[src/rtl/pix_delay_align_if.sv]
// Pixel stream bundle for pix_delay_align: input stream, delay select, delayed stream and status.
// master drives the input stream and dly_sel; slave is the delay line itself.
interface pix_delay_align_if #(
  parameter int DATA_W = 24,
  parameter int DLY_W  = 7
);
  logic [DLY_W-1:0]  dly_sel;
  logic              in_vsync;
  logic              in_href;
  logic              in_clken;
  logic [DATA_W-1:0] in_data;
  logic              out_vsync;
  logic              out_href;
  logic              out_clken;
  logic [DATA_W-1:0] out_data;
  logic [DLY_W-1:0]  dly_cur;
  logic              cfg_err;

  modport master (
    output dly_sel, in_vsync, in_href, in_clken, in_data,
    input  out_vsync, out_href, out_clken, out_data, dly_cur, cfg_err
  );

  modport slave (
    input  dly_sel, in_vsync, in_href, in_clken, in_data,
    output out_vsync, out_href, out_clken, out_data, dly_cur, cfg_err
  );
endinterface

[src/rtl/pix_delay_align.sv]
// Pixel delay line (vsync/href/clken/data), delay dly_cur clocks, reloaded only at in_vsync rise; no backpressure.
// `PIX_DLY_ZERO_GATE_EN forces out_data to 0 while out_clken is low.
module pix_delay_align #(
  parameter int DATA_W      = 24,
  parameter int MAX_DLY     = 16,
  parameter int DLY_W       = 7,
  parameter int DEFAULT_DLY = 7
) (
  input  logic                clk,
  input  logic                reset_n,
  pix_delay_align_if.slave    bus
);

  typedef struct packed {
    logic              vsync;
    logic              href;
    logic              clken;
    logic [DATA_W-1:0] data;
  } pix_t;

  localparam logic [DLY_W-1:0] MAX_V = DLY_W'(MAX_DLY);
  localparam logic [DLY_W-1:0] DEF_V = DLY_W'(DEFAULT_DLY);

  pix_t             stage_q [MAX_DLY];
  pix_t             in_pix;
  pix_t             tap;
  logic             vs_q;
  logic [DLY_W-1:0] dly_q, dly_d;
  logic             err_q, err_d;
  logic [DLY_W-1:0] sel_clamped;
  logic             sel_bad;
  logic             frame_rise;

  assign in_pix = '{vsync: bus.in_vsync, href: bus.in_href,
                    clken: bus.in_clken, data: bus.in_data};

  always_ff @(posedge clk or negedge reset_n) begin
    if (!reset_n) begin
      for (int i = 0; i < MAX_DLY; i++) stage_q[i] <= '0;
    end else begin
      stage_q[0] <= in_pix;
      for (int i = 1; i < MAX_DLY; i++) stage_q[i] <= stage_q[i-1];
    end
  end

  always_comb begin
    sel_clamped = bus.dly_sel;
    sel_bad     = 1'b0;
    if (bus.dly_sel == '0) begin
      sel_clamped = DLY_W'(1);
      sel_bad     = 1'b1;
    end else if (bus.dly_sel > MAX_V) begin
      sel_clamped = MAX_V;
      sel_bad     = 1'b1;
    end
  end

  // Reload only on the vsync rising edge so a frame never sees two tap positions.
  assign frame_rise = bus.in_vsync & ~vs_q;

  always_comb begin
    dly_d = dly_q;
    err_d = err_q;
    if (frame_rise) begin
      dly_d = sel_clamped;
      err_d = err_q | sel_bad;
    end
  end

  always_ff @(posedge clk or negedge reset_n) begin
    if (!reset_n) begin
      vs_q  <= 1'b0;
      dly_q <= DEF_V;
      err_q <= 1'b0;
    end else begin
      vs_q  <= bus.in_vsync;
      dly_q <= dly_d;
      err_q <= err_d;
    end
  end

  always_comb begin
    tap = stage_q[0];
    for (int i = 0; i < MAX_DLY; i++) begin
      if (dly_q == DLY_W'(i + 1)) tap = stage_q[i];
    end
  end

  assign bus.out_vsync = tap.vsync;
  assign bus.out_href  = tap.href;
  assign bus.out_clken = tap.clken;
  assign bus.dly_cur   = dly_q;
  assign bus.cfg_err   = err_q;

`ifdef PIX_DLY_ZERO_GATE_EN
  assign bus.out_data = tap.clken ? tap.data : '0;
`else
  assign bus.out_data = tap.data;
`endif

endmodule
[src/flat_wrapper.sv]
// flat-port wrapper written by rule: the top's interface ports become plain ports
module pix_delay_align_flat 
#(
  parameter int DATA_W      = 24,
  parameter int MAX_DLY     = 16,
  parameter int DLY_W       = 7,
  parameter int DEFAULT_DLY = 7
)
  (clk, reset_n, bus_dly_sel, bus_in_vsync, bus_in_href, bus_in_clken, bus_in_data, bus_out_vsync, bus_out_href, bus_out_clken, bus_out_data, bus_dly_cur, bus_cfg_err);
  pix_delay_align_if #(.DATA_W(DATA_W), .DLY_W(DLY_W)) bus_i ();
  input  logic clk;
  input  logic reset_n;
  input wire logic [$bits(bus_i.dly_sel)-1:0] bus_dly_sel;
  input wire logic [$bits(bus_i.in_vsync)-1:0] bus_in_vsync;
  input wire logic [$bits(bus_i.in_href)-1:0] bus_in_href;
  input wire logic [$bits(bus_i.in_clken)-1:0] bus_in_clken;
  input wire logic [$bits(bus_i.in_data)-1:0] bus_in_data;
  output wire logic [$bits(bus_i.out_vsync)-1:0] bus_out_vsync;
  output wire logic [$bits(bus_i.out_href)-1:0] bus_out_href;
  output wire logic [$bits(bus_i.out_clken)-1:0] bus_out_clken;
  output wire logic [$bits(bus_i.out_data)-1:0] bus_out_data;
  output wire logic [$bits(bus_i.dly_cur)-1:0] bus_dly_cur;
  output wire logic [$bits(bus_i.cfg_err)-1:0] bus_cfg_err;
  assign bus_i.dly_sel = bus_dly_sel;
  assign bus_i.in_vsync = bus_in_vsync;
  assign bus_i.in_href = bus_in_href;
  assign bus_i.in_clken = bus_in_clken;
  assign bus_i.in_data = bus_in_data;
  assign bus_out_vsync = bus_i.out_vsync;
  assign bus_out_href = bus_i.out_href;
  assign bus_out_clken = bus_i.out_clken;
  assign bus_out_data = bus_i.out_data;
  assign bus_dly_cur = bus_i.dly_cur;
  assign bus_cfg_err = bus_i.cfg_err;
  pix_delay_align #(.DATA_W(DATA_W), .MAX_DLY(MAX_DLY), .DLY_W(DLY_W), .DEFAULT_DLY(DEFAULT_DLY)) u_core (.clk(clk), .reset_n(reset_n), .bus(bus_i));
endmodule
[config.mk]
export PLATFORM = sky130hd
export DESIGN_NAME = pix_delay_align_flat
export DESIGN_NICKNAME = d
export VERILOG_FILES = /design/src/rtl/pix_delay_align_if.sv /design/src/rtl/pix_delay_align.sv /design/src/flat_wrapper.sv
export SDC_FILE = /design/constraint.sdc
export NUM_CORES = 1
export LEC_CHECK = 0
export BUFFER_PORTS_ARGS = -buffer_cell sky130_fd_sc_hd__buf_4
export CAP_MARGIN = 20
export CELL_PAD_IN_SITES_DETAIL_PLACEMENT = 2
export CELL_PAD_IN_SITES_GLOBAL_PLACEMENT = 2
export CORE_MARGIN = 1.5
export CORE_UTILIZATION = 30
export CTS_CLUSTER_SIZE = 10
export DETAILED_ROUTE_END_ITERATION = 8
export PLACE_DENSITY_LB_ADDON = 0.1
export SETUP_SLACK_MARGIN = 0.05
export SLEW_MARGIN = 20
export SYNTH_ARGS = -nofsm -noshare
export SYNTH_HDL_FRONTEND = slang
export SYNTH_SLANG_ARGS = --single-unit
export TNS_END_PERCENT = 20
[constraint.sdc]
create_clock -name clk -period 2.8 [get_ports clk]
set_clock_uncertainty 0.1 [all_clocks]
set_input_delay 0.14 -clock clk [delete_from_list [all_inputs] [get_ports clk]]
set_output_delay 0.14 -clock clk [all_outputs]
set_load 0.03 [all_outputs]
==> metrics.cfg <==
[outcome]
status = finished with violations
violations = setup timing

[logic_synthesis]
synth_area_mm2 = 0.0160
synth_ff_type = dfrtp_1
ys_ff_latch = 440
synthCells = 1193
yosysSeqAreaShare = 0.687
yosys_warnings = 0
synth_edf_count = 0
avgSynthCellArea_um2 = 13.4
ys_types = 70
synthesis.nets = 1229
postSynth.asyncResetShare = 1.00

[timing]
relSlewSlack = 0.544
hold_ws_ns = 0.0289
finalSetupViolCount = 27
finalMaxSlewViolations = 0
fmax_ghz = 0.312
setup_tns_ns = -9.59
period_minus_slack_ns = 3.21
fin_crit_sh = 1.15
tightest_slew_ns = 0.684
setup_ws_ns = -0.408
rsz0062_at_grt = true
hold_viol_final = 0

[setup_path]
start_kind = flop
crit_type = reg2out
end_kind = output pin
path_max_fanout = 6
crit_required_ns = 2.56
crit_arrival_ns = 2.97

[floorplan]
start_util = 0.305
dieArea_mm2 = 0.0549
fp.dieW_um = 234
die_h_um = 234
std_cell_rows = 84
boundaryPins = 71
core_area_mm2 = 0.0527

[grt]
grt-ovfl-total = 0
use_met2 = 0.308
grt_max_degree = 80
grt_pass1_vias = 12484
grt_busiest_layer = met2
grt_util_met3 = 0.0344
grt_first_pass_wirelength_mm = 80.8
antenna_found_initial = 1
grt_use_total = 0.198
use_met1 = 0.284

[route]
firstDrtPassIters = 4
drc = 0
via_count = 10931
initialDrtViolationCount = 699
via_per_inst = 5.10
ant_nets = 0
wl_mm = 52.7
wire_per_inst_um = 24.6

[cells_and_area]
final_cell_mix = dfrtp_1, buf_4, mux2i_1, nand2_1, o21ai_0
final_common_cell = dfrtp_1
post-route-util = 0.402
final_area_mm2 = 0.0212
syn2layout_area_growth_pct = 32.1
drive_above_1_share = 0.269
nets = 1468

[power_and_ir_drop]
power.density_mw_per_mm2 = 705
vdd_ir_drop_max_uv = 397
p_leak_nw = 8.66

[clock_tree]
clk_path_buf_depth = 3
cts_tree = done
clk_latency_ns = 0.61
h-tree-depth = 2
cts_root_buf = clkbuf_16
clock_sinks = 440
cts_buffers = 52
clk_pin_slew_ns = 0.05

[hold_path]
hp-class = in2async

[place]
portBuffers = 70
dp_hpwl_mm = 33.3
place_ws_ns = 0.0395
place_congestion = 0.771
dpl_cell_area_mm2 = 0.0183

[run]
maxCapViolCount = 0

cell usage after synthesis (all sizes together) (4+ instances only):
cell type,instances,share of area
o21ai,88,0.027
nor3,8,0.0039
and2,4,0.0016
nand2b,6,0.0023
o211ai,27,0.013
a31o,4,0.0022
a2bb2oi,26,0.014
clkbuf,35,0.0082
nor2b,8,0.0031
a41oi,16,0.0087
mux2i,119,0.074
o22ai,9,0.0035
nand2,85,0.020
a21oi,22,0.0069
nor2,81,0.020
o31ai,16,0.0075
a221o,4,0.0025
inv,4,0.00094
dfrtp,437,0.68
buf,43,0.015
a211oi,10,0.0047
nand3,9,0.0028
mux2,8,0.0056
o22a,21,0.011
o2111ai,35,0.019
o32ai,7,0.0038
a22oi,4,0.0019
final timing paths:
kind | startpoint | endpoint | slack [ns] | cells past startpoint
setup / recovery | u_core.bus.dly_cur[1]$_DFFE_PN1P_ | bus_out_data[19] | -0.41 | 8
hold / removal | reset_n | u_core.stage_q[4]$_DFF_PN0_ | 0.03 | 2
setup reg to reg | u_core.bus.dly_cur[2]$_DFFE_PN1P_ | u_core.bus.dly_cur[2]$_DFFE_PN1P_ | 1.39 | 5
hold reg to reg | u_core.stage_q[165]$_DFF_PN0_ | u_core.stage_q[138]$_DFF_PN0_ | 0.26 | 0
max in group asynchronous | reset_n | u_core.stage_q[414]$_DFF_PN0_ | 1.67 | 3
min in group clk | bus_in_data[0] | u_core.stage_q[405]$_DFF_PN0_ | 0.08 | 2
report_power, final:
group / leakage, nW / total [W] / switching, W / internal, W
clock: 0.727 / 0.00616 / 0.00264 / 0.00352
combinational: 2.80 / 0.00189 / 0.00110 / 0.000790
sequential: 5.13 / 0.00689 / 0.000200 / 0.00669
total: 8.66 / 0.0149 / 0.00394 / 0.0110
per-stage QoR:
stage / instances / total power, W
global placement: 1992 / 0.00858
floorplan: 1193 / 0.00773
finish: 2142 / 0.0149
global route: 2142 / 0.0156
detailed placement: 1992 / 0.00862
CTS: 2134 / 0.0151
kinds of logic after synthesis:
group,Yosys count,synth area share
AOI/OAI and AO/OA,317,0.142
xor gates and xnor gates,1,0.000546
buffers and inverters,83,0.0247
DFF,440,0.687
muxes,128,0.0813
and+or+nand+nor,224,0.0648
critical path: stages (launching register included):
cell and delay [ns]:
dfstp_4 0.64, or4b_4 0.48, buf_12 0.16, buf_4 0.17
a2111oi_4 0.29, o32ai_2 0.17, a21oi_2 0.22, o21ai_2 0.08
buf_6 0.14
what timing repair did:
| item | 4_1_cts | 5_1_grt |
|---|---|---|
| gates resized for setup | 88 | 53 |
| endpoints found under the hold margin | 290 | 0 |
| hold buffers | 39 | 0 |
| gates cloned | 2 | 1 |
| endpoints found under the setup margin | 27 | 27 |
| setup buffers | 27 | 6 |
| pin swaps | 20 | 18 |
layer usage:
layer,wire length (um),up-vias
li1,-,4847
met2,24500,165
met4,1140,0
met3,1770,75
met5,0,-
met1,25300,5844
state kept, by name (all words and copies together), names as in the netlist:
| signal | cells |
|---|---|
| u_core.bus.dly_cur | 7 |
| u_core.bus.cfg_err | 1 |
| u_core.stage_q | 432 |
layout make-up:
| type | count | area (um^2) |
|---|---|---|
| fill | 5180 | 31500 |
| clock inverter | 5 | 55.1 |
| multi-input combinational | 670 | 5130 |
| tap | 688 | 861 |
| clock buffer | 70 | 1430 |
| antenna | 1 | 2.50 |
| inverter | 5 | 22.5 |
| timing repair buffer | 263 | 2660 |
| sequential | 440 | 11000 |
No activity file was read; power rests on OpenSTA's default activity.
